### src/rtl/mem_access.sv
// Memory-access stage: issues loads/stores over a req/ack data-memory port,
// extracts and extends load lanes, and emits a registered write-back packet.
module mem_access #(
    parameter int DATA_WIDTH     = 32,
    parameter int REG_ADDR_WIDTH = 5
) (
    input  logic                      clk,
    input  logic                      rst,
    input  logic                      valid_i,
    input  logic [1:0]                mem_op_i,
    input  logic [1:0]                mem_size_i,
    input  logic                      mem_unsigned_i,
    input  logic [DATA_WIDTH-1:0]     result_i,
    input  logic [DATA_WIDTH-1:0]     store_data_i,
    input  logic [REG_ADDR_WIDTH-1:0] dest_reg_addr_i,
    input  logic                      wb_en_i,
    output logic                      stall_o,
    output logic                      dmem_req_o,
    output logic                      dmem_we_o,
    output logic [DATA_WIDTH-1:0]     dmem_addr_o,
    output logic [DATA_WIDTH-1:0]     dmem_wdata_o,
    output logic [3:0]                dmem_be_o,
    input  logic                      dmem_ack_i,
    input  logic [DATA_WIDTH-1:0]     dmem_rdata_i,
    output logic                      valid_o,
    output logic                      wb_en_o,
    output logic [REG_ADDR_WIDTH-1:0] dest_reg_addr_o,
    output logic [DATA_WIDTH-1:0]     wb_data_o,
    output logic                      misalign_o
);

    typedef enum logic {IDLE, WAIT} state_t;

    state_t                    state, state_next;
    logic [DATA_WIDTH-1:0]     addr_q;
    logic [DATA_WIDTH-1:0]     store_data_q;
    logic [1:0]                size_q;
    logic                      unsigned_q;
    logic                      store_q;
    logic                      wb_en_q;
    logic [REG_ADDR_WIDTH-1:0] dest_q;

    logic is_mem;
    logic misaligned;
    logic accept;

    function automatic logic [31:0] extract_load(input logic [31:0] rdata,
                                                 input logic [1:0]  size,
                                                 input logic [1:0]  offset,
                                                 input logic        zero_ext);
        logic [7:0]  b;
        logic [15:0] h;
        b = rdata[7:0];
        case (offset)
            2'd1:    b = rdata[15:8];
            2'd2:    b = rdata[23:16];
            2'd3:    b = rdata[31:24];
            default: b = rdata[7:0];
        endcase
        h = offset[1] ? rdata[31:16] : rdata[15:0];
        case (size)
            2'b00:   extract_load = zero_ext ? {24'h0, b} : {{24{b[7]}}, b};
            2'b01:   extract_load = zero_ext ? {16'h0, h} : {{16{h[15]}}, h};
            default: extract_load = rdata;
        endcase
    endfunction

    // Size 11 is a word; op 11 is reserved and behaves as a non-memory op.
    assign is_mem     = (mem_op_i == 2'b01) || (mem_op_i == 2'b10);
    assign misaligned = ((mem_size_i == 2'b01) && result_i[0]) ||
                        (mem_size_i[1] && (result_i[1:0] != 2'b00));
    assign accept     = (state == IDLE) && valid_i && is_mem && !misaligned;

    always_ff @(posedge clk or posedge rst) begin
        if (rst) state <= IDLE;
        else     state <= state_next;
    end

    always_comb begin
        state_next = state;
        case (state)
            IDLE:    if (accept) state_next = WAIT;
            WAIT:    if (dmem_ack_i) state_next = IDLE;
            default: state_next = IDLE;
        endcase
    end

    assign stall_o      = (state == WAIT);
    assign dmem_req_o   = (state == WAIT);
    assign dmem_we_o    = (state == WAIT) && store_q;
    assign dmem_addr_o  = {addr_q[DATA_WIDTH-1:2], 2'b00};

    always_comb begin
        dmem_be_o    = 4'b1111;
        dmem_wdata_o = store_data_q;
        case (size_q)
            2'b00: begin
                dmem_be_o    = 4'b0001 << addr_q[1:0];
                dmem_wdata_o = {4{store_data_q[7:0]}};
            end
            2'b01: begin
                dmem_be_o    = 4'b0011 << addr_q[1:0];
                dmem_wdata_o = {2{store_data_q[15:0]}};
            end
            default: ;
        endcase
    end

    always_ff @(posedge clk or posedge rst) begin
        if (rst) begin
            addr_q       <= '0;
            store_data_q <= '0;
            size_q       <= '0;
            unsigned_q   <= 1'b0;
            store_q      <= 1'b0;
            wb_en_q      <= 1'b0;
            dest_q       <= '0;
        end else if (accept) begin
            addr_q       <= result_i;
            store_data_q <= store_data_i;
            size_q       <= mem_size_i;
            unsigned_q   <= mem_unsigned_i;
            store_q      <= (mem_op_i == 2'b10);
            wb_en_q      <= wb_en_i;
            dest_q       <= dest_reg_addr_i;
        end
    end

    // Write-back packet register; valid and misalign are single-cycle pulses.
    always_ff @(posedge clk or posedge rst) begin
        if (rst) begin
            valid_o         <= 1'b0;
            wb_en_o         <= 1'b0;
            dest_reg_addr_o <= '0;
            wb_data_o       <= '0;
            misalign_o      <= 1'b0;
        end else begin
            valid_o    <= 1'b0;
            misalign_o <= 1'b0;
            if (state == IDLE && valid_i) begin
                if (!is_mem) begin
                    valid_o         <= 1'b1;
                    wb_en_o         <= wb_en_i;
                    dest_reg_addr_o <= dest_reg_addr_i;
                    wb_data_o       <= result_i;
                end else if (misaligned) begin
                    valid_o         <= 1'b1;
                    wb_en_o         <= 1'b0;
                    dest_reg_addr_o <= dest_reg_addr_i;
                    wb_data_o       <= '0;
                    misalign_o      <= 1'b1;
                end
            end else if (state == WAIT && dmem_ack_i) begin
                valid_o         <= 1'b1;
                dest_reg_addr_o <= dest_q;
                wb_en_o         <= store_q ? 1'b0 : wb_en_q;
                wb_data_o       <= store_q ? '0
                                           : extract_load(dmem_rdata_i, size_q, addr_q[1:0], unsigned_q);
            end
        end
    end

endmodule

### config.mk
export PLATFORM = sky130hd
export DESIGN_NAME = mem_access
export DESIGN_NICKNAME = d
export VERILOG_FILES = /design/src/rtl/mem_access.sv
export SDC_FILE = /design/constraint.sdc
export NUM_CORES = 1
export LEC_CHECK = 0
export ABC_CLOCK_PERIOD_IN_PS = 4800
export BUFFER_PORTS_ARGS = -buffer_cell sky130_fd_sc_hd__buf_2
export CORE_AREA = 4 4 104 205
export DETAILED_ROUTE_END_ITERATION = 8
export DIE_AREA = 0 0 108 209
export GPL_ROUTABILITY_DRIVEN = 1
export PLACE_DENSITY = 0.64
export REMOVE_ABC_BUFFERS = 1
export SYNTH_ARGS = -nofsm -noshare
export SYNTH_HDL_FRONTEND = slang
export SYNTH_SLANG_ARGS = --single-unit
### constraint.sdc
create_clock -name clk -period 4.8 [get_ports clk]
set_input_delay 0.96 -clock clk [delete_from_list [all_inputs] [get_ports clk]]
set_output_delay 0.96 -clock clk [all_outputs]
set_load 0.005 [all_outputs]
## After elaboration in Yosys (flattened, before gate mapping)

Cells that the tools add are included.

| storage, ports and cells | value |
|---|---|
| flip-flop bits (word level) | 115 |
| bits in latches | 0 |
| memory bits (writable) | 0 |
| bits in read-only memories | 0 |
| logic and storage cells | 68 |
| memories | 0 |

| cells by class | value |
|---|---|
| add/subtract/negate cells | 0 |
| multiply operators | 0 |
| divide/modulo/power cells | 0 |
| order comparisons | 0 |
| equal/unequal tests | 8 |
| shifts and indexed selects | 2 |
| mux-type cells | 30 |
| bitwise logic cells | 1 |
| reduce and logical (&&, ||, !) cells | 14 |

Operators by type and width:

| cell | number |
|---|---|
| $mux W32 | 7 |
| $pmux W32 S2 | 2 |
| $pmux W8 S3 | 1 |
| $mux W5 | 4 |
| $mux W16 | 1 |
| $mux W1 | 13 |
| $eq A2 B1 Y1 const B | 4 |
| $pmux W4 S2 | 1 |
| $logic_and A1 B1 Y1 | 7 |
| $eq A2 B2 Y1 const B | 3 |
| $reduce_bool A2 Y1 | 2 |
| $shl A1 B2 Y4 const A | 1 |
| $shl A2 B2 Y4 const A | 1 |
| $ne A3 B3 Y1 const B | 1 |
| $logic_not A2 Y1 | 1 |
| $logic_or A1 B1 Y1 | 2 |
| $pmux W1 S2 | 1 |
| $reduce_and A2 Y1 | 1 |
| $logic_not A1 Y1 | 1 |
| $not A1 Y1 | 1 |

## Longest topological paths before layout

Gate-level depths: netlist of run 1.

| depth | value |
|---|---|
| word-level depth | 7 |
| depth in mapped cells | 10 |

## Worst setup path after synthesis of run 1

No wires, ideal clock.

| path | value |
|---|---|
| path kind | reg2out |
| start point | register size_q[1] |
| end point | output port dmem_wdata_o[17] |
| arrival | 1.429 ns |
| slack | 2.411 ns |
| stages on the path, launching flop included | 5 |
| path buffers | 3 |
| cells stage by stage | dfrtp_1 -> buf_2 -> clkbuf_1 -> clkbuf_1 -> mux2_2 |

| between the ends | value |
|---|---|
| cells in the longest elaborated chain, start to end | 2 |

Ends and longest elaborated chain:

| item | RTL line | text |
|---|---|---|
| start, declared | 37 | `logic [1:0] size_q;` |
| start signal, assigned | 121 | `size_q <= mem_size_i;` |
| $eq A2 B1 Y1 / $logic_not A2 Y1 (equally long branches) | 96 | `case (size_q)` |
| $pmux W32 S2 * | 96 |  |
| end, declared | 21 | `output logic [DATA_WIDTH-1:0] dmem_wdata_o,` |

Mark *: on every way between the ends. The rest lies on a longest branch, timed or not.

## Worst setup path after layout of run 1

| path | value |
|---|---|
| start point | register addr_q[1] |
| end point | output port dmem_be_o[3] |

| between the ends | value |
|---|---|
| cells in the longest elaborated chain, start to end | 2 |

Ends and longest elaborated chain:

| item | RTL line | text |
|---|---|---|
| start, declared | 35 | `logic [DATA_WIDTH-1:0] addr_q;` |
| start signal, assigned | 119 | `addr_q <= result_i;` |
| $shl A2 B2 Y4 / $shl A1 B2 Y4 (equally long branches) | 102, 98 |  |
| $pmux W4 S2 * | 96 |  |
| end, declared | 22 | `output logic [3:0] dmem_be_o,` |

Marked as above.

==> flow_metrics.env, run 1 <==
export IMPL_status="finished clean"
export IMPL_p_leak_nw=3.47
export IMPL_cp_end_kind="primary output"
export IMPL_tns_ps=0
export IMPL_htreeDepth=4
export IMPL_ctsRootBufferMaster="clkbuf_16"
export IMPL_drc=0
export IMPL_p_per_area_nw_per_um2=540
export IMPL_die_area_um2=22600
export IMPL_post_place_ws_ps=1910
export IMPL_via_count=4698
export IMPL_syn_to_final_growth_pct=26.1
export IMPL_drt_iter0_markers=125
export IMPL_max_cap_violations=0
export IMPL_portBuffers=219
export IMPL_grt_pass1_wl_um=27700
export IMPL_critPathKind="register to primary output"
export IMPL_ys_seq_area_share_pct=49.0
export IMPL_first_global_vias=5011
export IMPL_cts_buffers=17
export IMPL_syn_instance_count=524
export IMPL_switching_share_pct=33.3
export IMPL_clk_latency_ps=420
export IMPL_grt_max_degree=76
export IMPL_cts_hold_buffers_added=0
export IMPL_synthTopCellsByArea="dfrtp_1, mux2_2, buf_4"
export IMPL_setup_ws_ps=1720
export IMPL_power_frac_clock_pct=27.7
export IMPL_fill_cells=2052
export IMPL_drive_gt1_share_pct=50.4
export IMPL_final_antenna_net_count=0
export IMPL_setup_violations=0
export IMPL_fin_crit_sh_pct=64.2
export IMPL_synth_top_area_cell="dfrtp_1"
export IMPL_avgSynthCellArea_um2=11.2
export IMPL_antenna_found_initial=2
export IMPL_overflow=0
export IMPL_pwr_share_seq_pct=37.0
export IMPL_slew_violations=0
export IMPL_synth_top_area_share_pct=49.0
export IMPL_async_reset_ff_share_pct=100
export IMPL_firstDrtPassIters=4
export IMPL_clk_path_buf_depth=2
export IMPL_utilization_pct=37.3
export IMPL_pin_count=222
export IMPL_dieHeight_um=209
export IMPL_rsz0062_at_grt="no"
export IMPL_post_cts_setup_buffer_count=0
export IMPL_ys_flop_type="dfrtp_1"
export IMPL_ctsResizeCount=0
export IMPL_crit_required_ps=3840
export IMPL_cp_start_kind="register"
export IMPL_arrival_ps=2120
export IMPL_cts_clk_slew_worst_paths_ps=50
export IMPL_finalHoldViolations=0
export IMPL_p_sw_mw=1.33
export IMPL_fmax_mhz=324
export IMPL_max_vdd_ir_drop_v=0.000214
export IMPL_die_x_um=108
export IMPL_fin_crit_ps=3080
export IMPL_combPwrFrac_pct=35.3
export IMPL_dpl_hpwl_um=13600
export IMPL_hold_class="register to register"
export IMPL_viasPerCell=4.86
export IMPL_tightest_slew_ps=1070
export IMPL_drt_wl_total_um=18200
export IMPL_synth_edf_count=0
export IMPL_nNetsFinal=805
export IMPL_gp_congestion=0.817
export IMPL_cts_sinks=115
export IMPL_skew_ps=8.81
export IMPL_report_power_total_mw=3.99
export IMPL_synth_distinct_cells=36
export IMPL_yosysWarnings=0
export IMPL_p_int_mw=2.66
export IMPL_num_rows=73
export IMPL_slew_limit_headroom_pct=28.7
export IMPL_wl_per_cell_um=18.8
export IMPL_ys_ff_latch=115
export IMPL_coreArea_um2=19800
export IMPL_track_usage_pct=16.3
export IMPL_tritoncts="done"
export IMPL_netlist_area_um2=5870
export IMPL_crit_path_max_fanout=17
export IMPL_initial_core_util_pct=29.6
==> power groups by stage <==
stage	registers, mW	clock network, mW	logic (mW)
after CTS	1.48	1.14	1.45
after global placement	1.48	0	1.43
final	1.48	1.11	1.41
after floorplan	1.53	0	0.702
after global routing	1.52	1.18	1.56
after detailed placement	1.49	0	1.45
==> synthesized netlist by cell type (9+ instances only) <==
| master | instances |
|---|---|
| a21oi_1 | 29 |
| a221oi_1 | 9 |
| a22oi_1 | 24 |
| buf_2 | 20 |
| buf_4 | 43 |
| clkbuf_1 | 15 |
| dfrtp_1 | 115 |
| mux2_2 | 92 |
| mux2i_1 | 20 |
| nand2_1 | 31 |
| nor2_1 | 38 |
| nor2b_1 | 9 |
| o21ai_0 | 21 |
==> cell usage in the layout, fill, tap and decap left out, types with 9 or more instances in the layout <==
master,synthesis,layout
nand2_1,31,30
a221oi_1,9,9
o21ai_0,21,21
dfrtp_1,115,114
a22oi_1,24,24
buf_4,43,11
buf_2,20,219
a21oi_1,29,29
nor2b_1,9,9
clkbuf_16,0,17
nor2_1,38,38
mux2_2,92,92
mux2i_1,20,20
==> stage by stage <==
stage	area, um^2	std cells	hold WS (ps)
floorplan	5370	444	474
global placement	6890	936	482
detailed placement	6890	936	488
CTS	7390	966	500
global route	7400	967	505
finish	7400	967	494
==> worst max-delay path, stage by stage (launching register included) <==
cell	delay (ps)
dfrtp_1	590
buf_4	300
inv_1	240
o21ai_0	390
buf_2	190
==> routing by layer <==
layer  vias to the layer above  routed length [um]  global-route usage (%)
met3                        30                 849                    3.28
li1                       2180                   -                       -
met1                      2327                6370                    16.6
met2                       159               10300                    30.6
met5                         -                   7                       0
met4                         2                 656                    8.28
==> registers in the layout, summed over array words and instances (netlist names), 2 cells and up <==
signal           flops
addr_q              32
size_q               2
store_data_q        32
dest_q               5
dest_reg_addr_o      5
wb_data_o           32
==> worst paths after layout <==
check,start,endpoint,slack (ps),cells after the start
min in group asynchronous,rst,store_data_q[17]$_DFFE_PP0P_,680,2
min reg2reg,addr_q[19]$_DFFE_PP0P_,addr_q[19]$_DFFE_PP0P_,490,1
max,addr_q[1]$_DFFE_PP0P_,dmem_be_o[3],1720,4
max in group asynchronous,rst,addr_q[16]$_DFFE_PP0P_,3210,3
max reg2reg,addr_q[1]$_DFFE_PP0P_,wb_data_o[30]$_DFFE_PP0P_,2480,4
min,addr_q[19]$_DFFE_PP0P_,addr_q[19]$_DFFE_PP0P_,490,1
==> cell families after synthesis <==
kind of cell | share of synthesized area (%)
compound gates | 13.7
fa+ha+maj | 0.213
buf+inv | 8.87
flops | 49.0
mux | 21.4
other cells | 0.0639
simple gates | 6.69
==> cell type report <==
cell class,count,area (um^2),area share [%]
Sequential cell,115,2880,38.9
Inverter,6,25.0,0.338
Clock inverter,7,35.0,0.474
Clock buffer,23,468,6.33
Tap cell,262,328,4.43
Multi-Input combinational cell,323,2480,33.5
Timing Repair Buffer,230,1180,15.9
Antenna cell,1,2.50,0.0338
(Power assumes the default switching activity.)
==> run 2, diff against run 1 <==
--- a/config.mk
+++ b/config.mk
@@ -5,7 +5,7 @@
 export SDC_FILE = /design/constraint.sdc
 export NUM_CORES = 1
 export LEC_CHECK = 0
-export ABC_CLOCK_PERIOD_IN_PS = 4800
+export ABC_CLOCK_PERIOD_IN_PS = 2880
 export BUFFER_PORTS_ARGS = -buffer_cell sky130_fd_sc_hd__buf_2
 export CORE_AREA = 4 4 104 205
 export DETAILED_ROUTE_END_ITERATION = 8
==> constraint.sdc (replaced) <==
create_clock -name clk -period 2.88 [get_ports clk]
set_input_delay 0.576 -clock clk [delete_from_list [all_inputs] [get_ports clk]]
set_output_delay 0.576 -clock clk [all_outputs]
set_load 0.005 [all_outputs]
==> run 2 against run 1 <==
Against the previous run:
- design area increased by 2.8%
- global-route usage increased by 1.2 points
- critical path depth increased by 1
- count of clock-buffer cells in the layout decreased by 1
- wire length increased by 7.2%
- combinational power increased by 70%
- critical path type unchanged
- utilization increased by 1.1 points
- sequential share of layout area decreased by 1.1 points
- register-to-register slack got worse by 1700 ps
- total power increased by 79%
- setup slack got worse by 1300 ps
==> flow_metrics.env, run 2 (synthesized netlist as in run 1, its figures left out) <==
export IMPL_drive_gt1_share_pct=51.3
export IMPL_regToRegStartpoint="dmem_req_o$_DFF_PP0_"
export IMPL_stdcell_count=978
export IMPL_setup_ws_ps=369
export IMPL_antenna_found_initial=2
export IMPL_portBuffers=219
export IMPL_cts_buffers=17
export IMPL_hold_ws_ps=143
export IMPL_tritoncts="done"
export IMPL_grt_max_degree=58
export IMPL_utilization_pct=38.4
export IMPL_status="finished clean"
export IMPL_cp_end_kind="primary output"
export IMPL_cts_sinks=115
export IMPL_pin_count=222
export IMPL_rrSetupSlack_ps=790
export IMPL_fin_crit_sh_pct=87.2
export IMPL_slew_limit_headroom_pct=44.2
export IMPL_drc=0
export IMPL_die_area_um2=22600
export IMPL_setup_violations=0
export IMPL_cts_hold_buffers_added=0
export IMPL_max_cap_violations=0
export IMPL_placed_cell_area_um2=6980
export IMPL_multi_input_area_um2=2480
export IMPL_hold_class="input pin to asynchronous set/reset pin"
export IMPL_syn_to_final_growth_pct=29.6
export IMPL_rsz0062_at_grt="no"
export IMPL_drt_wl_total_um=19500
export IMPL_layout_commonest_cell="buf_2"
export IMPL_via_count=4760
export IMPL_wl_per_cell_um=20.0
export IMPL_firstDrtPassIters=4
export IMPL_overflow=0
export IMPL_dpl_hpwl_um=14800
export IMPL_skew_ps=9.58
export IMPL_first_global_vias=5203
export IMPL_htreeDepth=4
export IMPL_cp_start_kind="register"
export IMPL_mostFrequentLayoutCells="buf_2, dfrtp_1, mux2_2"
export IMPL_initial_core_util_pct=29.6
export IMPL_max_vdd_ir_drop_v=0.000367
export IMPL_post_place_ws_ps=543
export IMPL_stdcell_area_um2=7610
export IMPL_fill_cells=2018
export IMPL_place_inst=945
export IMPL_crit_required_ps=2300
export IMPL_p_per_area_nw_per_um2=939
export IMPL_startpoint="addr_q[1]$_DFFE_PP0P_"
export IMPL_critPathKind="register to primary output"
export IMPL_post_cts_setup_buffer_count=0
export IMPL_nNetsFinal=814
export IMPL_drt_iter0_markers=156
export IMPL_cts_clk_slew_worst_paths_ps=50
export IMPL_gp_congestion=0.826
export IMPL_seqCellArea_um2=2880
export IMPL_ctsRootBufferMaster="clkbuf_16"
export IMPL_viasPerCell=4.87
export IMPL_num_rows=73
export IMPL_clk_path_buf_depth=2
export IMPL_ctsResizeCount=0
export IMPL_final_antenna_net_count=0
export IMPL_reg_top3="addr_q (32), store_data_q (32), wb_data_o (32)"
export IMPL_arrival_ps=1930
export IMPL_fin_crit_ps=2510
export IMPL_dieHeight_um=209
export IMPL_grt_pass1_wl_um=29900
export IMPL_crit_path_max_fanout=18
export IMPL_slew_violations=0
export IMPL_coreArea_um2=19800
export IMPL_finalHoldViolations=0
export IMPL_tightest_slew_ps=835
export IMPL_clk_latency_ps=420
export IMPL_fmax_mhz=398
export IMPL_track_usage_pct=17.5
export IMPL_p_leak_nw=3.56
export IMPL_die_x_um=108
run 2: cell count changes in the layout (fill, tap and decap cells not counted):
cell        change
clkinv_2        -3
clkbuf_1        -1
buf_12          +2
bufinv_16       +4
buf_4           +7
clkinvlp_4      +2
run 2: per-stage QoR:
step,setup TNS [ps],power (mW)
2_1_floorplan,-101290,3.73
6_report,0,7.14
3_3_place_gp,0,4.91
5_1_grt,0,7.59
3_5_place_dp,0,4.96
4_1_cts,0,7.26
run 2: where the power goes:
part | internal [mW] | switching [mW] | total (mW)
combinational | 1.21 | 1.19 | 2.40
clock | 1.49 | 0.755 | 2.24
sequential | 2.15 | 0.359 | 2.50
run 2: path summary, 6_finish.rpt:
kind / endpoint / cells after the start
min in group clk: dmem_req_o$_DFF_PP0_ / 2
max reg2reg: store_data_q[3]$_DFFE_PP0P_ / 5
min reg2reg: addr_q[19]$_DFFE_PP0P_ / 1
max: dmem_be_o[2] / 5
max in group asynchronous: wb_data_o[16]$_DFFE_PP0P_ / 3
min: store_data_q[1]$_DFFE_PP0P_ / 2
run 2: area by class of cell:
cell class | instances | share of cell area, %
multi-input cells | 323 | 32.6
clock inverters | 10 | 2.04
inverters | 6 | 0.329
flip-flops and latches | 115 | 37.9
well taps | 262 | 4.31
repair buffers | 239 | 16.7
diodes | 1 | 0.0329
clock buffers | 22 | 6.10
run 2: routing by layer:
metal,wire (um),global-route usage [%],vias up
met5,8,0,-
met4,744,8.24,2
met3,994,3.62,36
met2,10900,33.2,179
met1,6830,17.7,2356
li1,-,-,2187
run 2: critical path: stages, from the launching register on:
cell	delay, ps
dfrtp_1	430
buf_4	230
inv_1	360
nand3_1	130
o211ai_1	180
buf_2	180
